File: src/rtl/video_timing_gen.sv
// Raster timing generator with look-ahead pixel requests and aligned RGB capture for the TMDS encoder.
// Define VTG_PATTERN_EN to add the pat_sel input and the built-in 8-bar colour pattern.
module video_timing_gen #(
    parameter int H_ACTIVE = 1280,
    parameter int H_FP     = 110,
    parameter int H_SYNC   = 40,
    parameter int H_BP     = 220,
    parameter int V_ACTIVE = 720,
    parameter int V_FP     = 5,
    parameter int V_SYNC   = 5,
    parameter int V_BP     = 20,
    parameter bit HS_POL   = 1'b1,
    parameter bit VS_POL   = 1'b1,
    parameter int REQ_LEAD = 2
) (
    input  logic        clk,
    input  logic        rst_n,
    input  logic        en,
`ifdef VTG_PATTERN_EN
    input  logic        pat_sel,
`endif
    output logic        pix_req,
    output logic [11:0] pix_x,
    output logic [11:0] pix_y,
    output logic        frame_start,
    input  logic [7:0]  pix_r,
    input  logic [7:0]  pix_g,
    input  logic [7:0]  pix_b,
    output logic        video_hs,
    output logic        video_vs,
    output logic        video_de,
    output logic [7:0]  video_r,
    output logic [7:0]  video_g,
    output logic [7:0]  video_b
);

    localparam int H_TOTAL = H_ACTIVE + H_FP + H_SYNC + H_BP;
    localparam int V_TOTAL = V_ACTIVE + V_FP + V_SYNC + V_BP;

    // 13-bit constants so a 4096-wide raster still compares correctly against 12-bit counters
    localparam logic [12:0] C_H_ACT  = 13'(H_ACTIVE);
    localparam logic [12:0] C_HS_BEG = 13'(H_ACTIVE + H_FP);
    localparam logic [12:0] C_HS_END = 13'(H_ACTIVE + H_FP + H_SYNC);
    localparam logic [12:0] C_H_LAST = 13'(H_TOTAL - 1);
    localparam logic [12:0] C_V_ACT  = 13'(V_ACTIVE);
    localparam logic [12:0] C_VS_BEG = 13'(V_ACTIVE + V_FP);
    localparam logic [12:0] C_VS_END = 13'(V_ACTIVE + V_FP + V_SYNC);
    localparam logic [12:0] C_V_LAST = 13'(V_TOTAL - 1);

    logic [11:0] r_h_cnt;
    logic [11:0] r_v_cnt;
    logic [12:0] w_h;
    logic [12:0] w_v;
    logic        w_h_wrap;
    logic        w_v_wrap;
    logic        w_active;
    logic        w_hs_win;
    logic        w_vs_win;
    logic        w_fs;
    logic        w_de_nxt;
    logic        w_req_nxt;

    logic        r_de_i;
    logic        r_hs_i;
    logic        r_vs_i;
    logic        r_pix_req;
    logic [11:0] r_pix_x;
    logic [11:0] r_pix_y;
    logic        r_frame_start;

    logic        r_dly_de [REQ_LEAD];
    logic        r_dly_hs [REQ_LEAD];
    logic        r_dly_vs [REQ_LEAD];
    logic        w_de_d;

    logic        r_video_hs;
    logic        r_video_vs;
    logic        r_video_de;
    logic [23:0] r_video_rgb;
    logic [23:0] w_rgb;

    assign w_h      = {1'b0, r_h_cnt};
    assign w_v      = {1'b0, r_v_cnt};
    assign w_h_wrap = (w_h == C_H_LAST);
    assign w_v_wrap = (w_v == C_V_LAST);
    assign w_active = (w_h < C_H_ACT) && (w_v < C_V_ACT);
    assign w_hs_win = (w_h >= C_HS_BEG) && (w_h < C_HS_END);
    assign w_vs_win = (w_v >= C_VS_BEG) && (w_v < C_VS_END);
    assign w_fs     = en && (r_h_cnt == 12'd0) && (r_v_cnt == 12'd0);
    assign w_de_nxt = en && w_active;

    always_ff @(posedge clk or negedge rst_n) begin
        if (!rst_n) begin
            r_h_cnt <= 12'd0;
            r_v_cnt <= 12'd0;
        end else if (!en) begin
            r_h_cnt <= 12'd0;
            r_v_cnt <= 12'd0;
        end else if (w_h_wrap) begin
            r_h_cnt <= 12'd0;
            r_v_cnt <= w_v_wrap ? 12'd0 : r_v_cnt + 12'd1;
        end else begin
            r_h_cnt <= r_h_cnt + 12'd1;
        end
    end

`ifdef VTG_PATTERN_EN
    // Pattern choice is frozen per frame: only the origin cycle may change it
    logic r_pat;
    logic w_pat_nxt;

    assign w_pat_nxt = w_fs ? pat_sel : r_pat;
    assign w_req_nxt = w_de_nxt && !w_pat_nxt;

    always_ff @(posedge clk or negedge rst_n) begin
        if (!rst_n) begin
            r_pat <= 1'b0;
        end else begin
            r_pat <= w_pat_nxt;
        end
    end
`else
    assign w_req_nxt = w_de_nxt;
`endif

    always_ff @(posedge clk or negedge rst_n) begin
        if (!rst_n) begin
            r_de_i        <= 1'b0;
            r_hs_i        <= 1'b0;
            r_vs_i        <= 1'b0;
            r_pix_req     <= 1'b0;
            r_pix_x       <= 12'd0;
            r_pix_y       <= 12'd0;
            r_frame_start <= 1'b0;
        end else begin
            r_de_i        <= w_de_nxt;
            r_hs_i        <= en && w_hs_win;
            r_vs_i        <= en && w_vs_win;
            r_pix_req     <= w_req_nxt;
            r_frame_start <= w_fs;
            if (w_de_nxt) begin
                r_pix_x <= r_h_cnt;
                r_pix_y <= r_v_cnt;
            end
        end
    end

`ifdef VTG_PATTERN_EN
    logic [11:0] r_dly_x   [REQ_LEAD];
    logic        r_dly_pat [REQ_LEAD];
`endif

    // Delay line matches the fetch latency; it never stalls so disabling drains it cleanly
    always_ff @(posedge clk or negedge rst_n) begin
        if (!rst_n) begin
            for (int i = 0; i < REQ_LEAD; i++) begin
                r_dly_de[i] <= 1'b0;
                r_dly_hs[i] <= 1'b0;
                r_dly_vs[i] <= 1'b0;
`ifdef VTG_PATTERN_EN
                r_dly_x[i]   <= 12'd0;
                r_dly_pat[i] <= 1'b0;
`endif
            end
        end else begin
            r_dly_de[0] <= r_de_i;
            r_dly_hs[0] <= r_hs_i;
            r_dly_vs[0] <= r_vs_i;
`ifdef VTG_PATTERN_EN
            r_dly_x[0]   <= r_pix_x;
            r_dly_pat[0] <= r_pat;
`endif
            for (int i = 1; i < REQ_LEAD; i++) begin
                r_dly_de[i] <= r_dly_de[i-1];
                r_dly_hs[i] <= r_dly_hs[i-1];
                r_dly_vs[i] <= r_dly_vs[i-1];
`ifdef VTG_PATTERN_EN
                r_dly_x[i]   <= r_dly_x[i-1];
                r_dly_pat[i] <= r_dly_pat[i-1];
`endif
            end
        end
    end

    assign w_de_d = r_dly_de[REQ_LEAD-1];

`ifdef VTG_PATTERN_EN
    logic [2:0]  w_bar_idx;
    logic [11:0] w_x_d;
    logic        w_pat_d;

    assign w_x_d   = r_dly_x[REQ_LEAD-1];
    assign w_pat_d = r_dly_pat[REQ_LEAD-1];

    // bar = floor(x*8/H_ACTIVE) evaluated as threshold compares, no divider
    always_comb begin
        w_bar_idx = 3'd0;
        for (int k = 1; k < 8; k++) begin
            if ({1'b0, w_x_d, 3'b000} >= 16'(k * H_ACTIVE)) begin
                w_bar_idx = 3'(k);
            end
        end
    end
`endif

    always_comb begin
        w_rgb = 24'd0;
        if (w_de_d) begin
            w_rgb = {pix_r, pix_g, pix_b};
        end
`ifdef VTG_PATTERN_EN
        if (w_de_d && w_pat_d) begin
            w_rgb = {{8{~w_bar_idx[1]}}, {8{~w_bar_idx[2]}}, {8{~w_bar_idx[0]}}};
        end
`endif
    end

    always_ff @(posedge clk or negedge rst_n) begin
        if (!rst_n) begin
            r_video_hs  <= ~HS_POL;
            r_video_vs  <= ~VS_POL;
            r_video_de  <= 1'b0;
            r_video_rgb <= 24'd0;
        end else begin
            r_video_hs  <= r_dly_hs[REQ_LEAD-1] ? HS_POL : ~HS_POL;
            r_video_vs  <= r_dly_vs[REQ_LEAD-1] ? VS_POL : ~VS_POL;
            r_video_de  <= w_de_d;
            r_video_rgb <= w_rgb;
        end
    end

    assign pix_req     = r_pix_req;
    assign pix_x       = r_pix_x;
    assign pix_y       = r_pix_y;
    assign frame_start = r_frame_start;
    assign video_hs    = r_video_hs;
    assign video_vs    = r_video_vs;
    assign video_de    = r_video_de;
    assign video_r     = r_video_rgb[23:16];
    assign video_g     = r_video_rgb[15:8];
    assign video_b     = r_video_rgb[7:0];

endmodule
File: config.mk
export PLATFORM = sky130hd
export DESIGN_NAME = video_timing_gen
export DESIGN_NICKNAME = d
export VERILOG_FILES = /design/src/rtl/video_timing_gen.sv
export SDC_FILE = /design/constraint.sdc
export NUM_CORES = 1
export LEC_CHECK = 0
export BUFFER_PORTS_ARGS = -buffer_cell sky130_fd_sc_hd__buf_2
export CORE_MARGIN = 2
export CORE_UTILIZATION = 28
export DETAILED_ROUTE_END_ITERATION = 6
export GPL_TIMING_DRIVEN = 1
export RECOVER_POWER = 25
export SYNTH_ARGS = -nofsm -noshare
export SYNTH_HDL_FRONTEND = slang
export SYNTH_SLANG_ARGS = --single-unit
File: constraint.sdc
create_clock -name clk -period 2.6 [get_ports clk]
set_clock_uncertainty 0.15 [all_clocks]
set_input_delay 0.52 -clock clk [delete_from_list [all_inputs] [get_ports clk]]
set_output_delay 0.52 -clock clk [all_outputs]
set_load 0.02 [all_outputs]
# == Yosys cells after proc, flatten, opt, wreduce, memory -nomap -nowiden ==
# Cells that the tools add are included.
# op_classes
add_sub_neg,2
n_reduce_logical,10
eq_ne,3
mux,8
magnitude_cmp,6
# ops
operator,count
two-way mux 12 bit,5
adder 12 x 1 -> 12 bit (second input constant),2
zero test 12 bit,2
< comparator 12 x 10 -> 1 bit (second input constant),2
< comparator 12 x 11 -> 1 bit (second input constant),2
two-way mux 24 bit,1
equality test 12 x 10 -> 1 bit (second input constant),1
equality test 12 x 11 -> 1 bit (second input constant),1
>= comparator 12 x 10 -> 1 bit (second input constant),1
>= comparator 12 x 11 -> 1 bit (second input constant),1
logical AND 1 bit,8
two-way mux 1 bit,2
inequality test 2 x 1 -> 1 bit (second input constant),1
# word_totals
input_bits,27
regBits,85
out_inout_bits,53
elab_cells,47

# == Logic depth before layout (Yosys ltp) ==
# depth
ltp_word,4
depth_mapped,7
ltp_nobuf,6

# == Worst setup path before layout ==
# OpenSTA, ideal clock, no wires.
# synth_timing
kind,register -> register
from,reg r_h_cnt[8]
to,reg r_v_cnt[7]
arrival_ns,1.647
slack_ns,0.676
setup_ns,0.127
required_time_ns,2.323
path_stages_with_launch,6
path_buffers,1
synth_period_minus_slack_ns,1.924
cell_sequence,dfrtp_1 > or4_4 > o31a_1 > buf_6 > a22oi_1 > o21ai_1
# synth_between
elab_chain_cells,2
# synth_rtl
item,line,rtl
"start, declared",50,logic [11:0] r_h_cnt;
"start signal, assigned",103,r_h_cnt <= r_h_cnt + 12'd1;
equality test 12 x 11 -> 1 bit,84,assign w_h_wrap = (w_h == C_H_LAST);
inequality test 2 x 1 -> 1 bit (no source line),n/a,
"end signal, assigned",101,r_v_cnt <= w_v_wrap ? 12'd0 : r_v_cnt + 12'd1;
"end, declared",51,logic [11:0] r_v_cnt;
# Every way passes these cells.
# A chain may end at the register's enable or synchronous reset.

# == Final worst setup path ==
# layout_timing
from,reg r_h_cnt[8]
to,reg r_h_cnt[8]
# layout_between
elab_chain_cells,3
word_cells_on_any_way,4
cone_classes,add/sub (1); eq/ne (1); mux (2)
# layout_rtl
item,line,rtl
adder 12 x 1 -> 12 bit / equality test 12 x 11 -> 1 bit (equally long branches),"103, 84",
two-way mux 12 bit (*),99,end else if (w_h_wrap) begin
two-way mux 12 bit (*),96,end else if (!en) begin
# Mark *: on every way between the ends. The rest lies on a longest branch, timed or not.

==> results.md <==
- Nets: 411
- Die Height: 117 um
- Area after DPL: 4130 um^2
- Placer Congestion: 0.838
- Max Cap Viol: 0
- Pleak: 2.19 nW
- Initial Util: 0.283
- Reg2Reg Depth: 4
- Vias per cell: 4.49
- Pwr Total: 3.04 mW
- Library cells used by synthesis: 46
- Register area share after synthesis: 0.599
- Routed WL: 7.35 mm
- Crit. End Element: register
- CTS Hold Bufs: 0
- Worst-margin pin slew: 0.922 ns
- Worst Path Arrival: 2.27 ns
- Clock transition at path regs: 0.07 ns
- Placed Instances: 538
- Max stage delay cell, worst path: or4_4
- FF-to-FF Start: r_h_cnt[8]
- Asr flop ratio synth: 1.00
- Final Instance Area: 4470 um^2
- CTS tree: yes
- Postcts setup bufs: 0
- H-tree depth: 3
- Status: completed
- Power Dens Cells: 681 nW/um^2
- Initial antenna violation count: 0
- CP delay by family, top: simple AND/OR/NAND/NOR gates
- Number of remaining DRC errors: 0
- Number of global-route vias before repair: 2,487
- CTS Sinks: 85
- PortBufs: 79
- Core Region: 12,500 um^2
- Slew HR: 0.385
- Syn Nets: 332
- Worst min path class: in -> async
- Required time at the worst-slack endpoint: 2.65 ns
- Tcrit/Tclk final: 0.853
- Share of cells above drive strength 1: 0.309
- # rows: 41
- Top FF cell, synth: dfrtp_1
- WP buf/inv: 0
- Final ANT Viol Nets: 0
- Top cell type's share of synthesized area: 0.599
- Largest net degree at the start of global routing: 41
- First-pass GRT wire length: 12.3 mm
- DPL Wire Length: 5.29 mm
- Top-Level Pins: 80
- Stages on the worst setup path: 4
- Dominant cells by area after synthesis: dfrtp_1, and2_1, mux2_1
- Die X: 117 um
- Post-Layout Cell Count: 554
- Vias: 2,486
- ANT cells: 0
- DR iter-0 viols: 159
- Hold WS: 0.159 ns
- Die Area: 13,600 um^2
- Most frequent cell after synthesis: dfrtp_1
- Clock Root Buffer: clkbuf_16
- Pre-Repair DR Iteration Count: 4
- Ys Warns: 0
- Final core occ: 0.357
- Synthesized cell area: 3550 um^2
- Setup_tns: 0 ns
- Crit path launch type: register
- WS Path Type: reg -> reg
- Endpoints failing hold: 0
- FF+latch count, synth: 85
- Number of CTS-inserted buffers: 9
- Drt wl/cell: 13.3 um
- Max incr delay on CP: 0.60 ns
- Post-synthesis instance total: 298
- Skew-Pair Late Insertion Delay: 0.33 ns
- Number of flops mapped to enable cells by yosys: 0
- Slew Limit Fails: 0
- Post-synth top cells: dfrtp_1, and2_1, nor2_1
- Avg Inst Size Synth: 11.9 um^2
- Crit-path cells: or4_4, nor3_1, nand2b_1, nor2_1
- Area grow syn2layout: 26.0%
- Crit Reg-Reg Endpoint: r_h_cnt[8]
- F_max: 0.451 GHz
- RSZ-0062 raised after global routing: false
- Bufs on Longest Clock Path: 2
- Max VDD drop: 300 uV
- Grt ovf: 0
- Setup slack at placement: 0.378 ns
- Final WS setup: 0.383 ns
- Synth area leader: dfrtp_1
- Filler cells: 1,254
- GRT Util Overall: 0.115
- R2R Setup Slk: 0.38 ns
- Final setup vio count: 0
- CP Max Fanout: 11
- Tmin final: 2.22 ns
- Post-cts sizing count: 0
-- cells by family (layout without fill, tap and decap cells) --
group / Yosys count / count (layout) / synth area share
flip-flops: 85 / 85 / 0.599
AND/OR/NAND/NOR: 118 / 118 / 0.186
adder cells (fa/ha/maj): 7 / 7 / 0.0247
AO/OA/AOI/OAI: 28 / 28 / 0.0554
multiplexers: 21 / 21 / 0.0666
buffers and inverters: 28 / 112 / 0.0406
XOR/XNOR: 11 / 11 / 0.0272
-- worst max-delay path by stage --
stage,slack [ns],end,start
floorplan,0.68,r_v_cnt[7],r_h_cnt[8]
global route,0.25,r_h_cnt[7],r_h_cnt[8]
finish,0.38,r_h_cnt[8],r_h_cnt[8]
global placement,0.43,r_h_cnt[10],r_h_cnt[8]
detailed placement,0.38,r_h_cnt[3],r_h_cnt[8]
CTS,0.37,r_h_cnt[2],r_h_cnt[8]
-- placed cells by master (no fill, tap or decap), drive strengths merged, types with 2 or more instances in the layout --
| cell type | Yosys | final |
|---|---|---|
| and2 | 25 | 25 |
| or2 | 2 | 2 |
| o31a | 2 | 2 |
| nand2 | 17 | 17 |
| ha | 7 | 7 |
| nor2 | 19 | 19 |
| or3 | 3 | 3 |
| nor4 | 7 | 7 |
| inv | 10 | 12 |
| xnor2 | 8 | 8 |
| a31oi | 3 | 3 |
| or4 | 2 | 2 |
| buf | 9 | 84 |
| o211ai | 2 | 2 |
| o31ai | 2 | 2 |
| bufinv | 0 | 3 |
| nand4 | 6 | 6 |
| nor2b | 4 | 4 |
| dfrtp | 85 | 85 |
| nand3 | 15 | 15 |
| and3 | 3 | 3 |
| clkbuf | 9 | 12 |
| nor3 | 7 | 7 |
| a22oi | 2 | 2 |
| o21ai | 8 | 8 |
| nand4b | 3 | 3 |
| a41oi | 2 | 2 |
| xor2 | 3 | 3 |
| mux2 | 21 | 21 |
| nand2b | 2 | 2 |
| a21oi | 2 | 2 |
-- state kept, by name, summed over array words and instances (netlist names) --
name	flops
pix_req	1
r_v_cnt	12
pix_y	12
video_hs	1
video_de	1
r_dly_de	1
r_hs_i	1
pix_x	12
r_dly_vs	2
r_dly_hs	2
frame_start	1
r_h_cnt	12
w_de_d	1
video_vs	1
r_vs_i	1
r_video_rgb	24
-- area by class of cell --
| class | count | area (um^2) | area share |
|---|---|---|---|
| clock buffer | 10 | 239 | 0.0534 |
| clock inverter | 6 | 118 | 0.0263 |
| inverter | 10 | 37.5 | 0.00839 |
| multi-input combinational | 185 | 1280 | 0.286 |
| sequential | 85 | 2130 | 0.476 |
| tap | 172 | 215 | 0.0481 |
| timing repair buffer | 86 | 458 | 0.102 |
-- per-layer routing --
metal  share of wire  global-route usage
met3           0.090              0.0379
met4           0.012              0.0502
met1            0.45               0.150
met2            0.45               0.176
met5               0                   0
-- where the power goes --
group | total (mW) | leakage [nW] | switching [mW] | internal (mW)
Sequential | 1.37 | 1.15 | 0.0194 | 1.36
Clock | 1.49 | 0.171 | 0.520 | 0.975
Combinational | 0.176 | 0.873 | 0.110 | 0.0657
Total | 3.04 | 2.19 | 0.650 | 2.40
No activity file was read; power rests on OpenSTA's default activity.
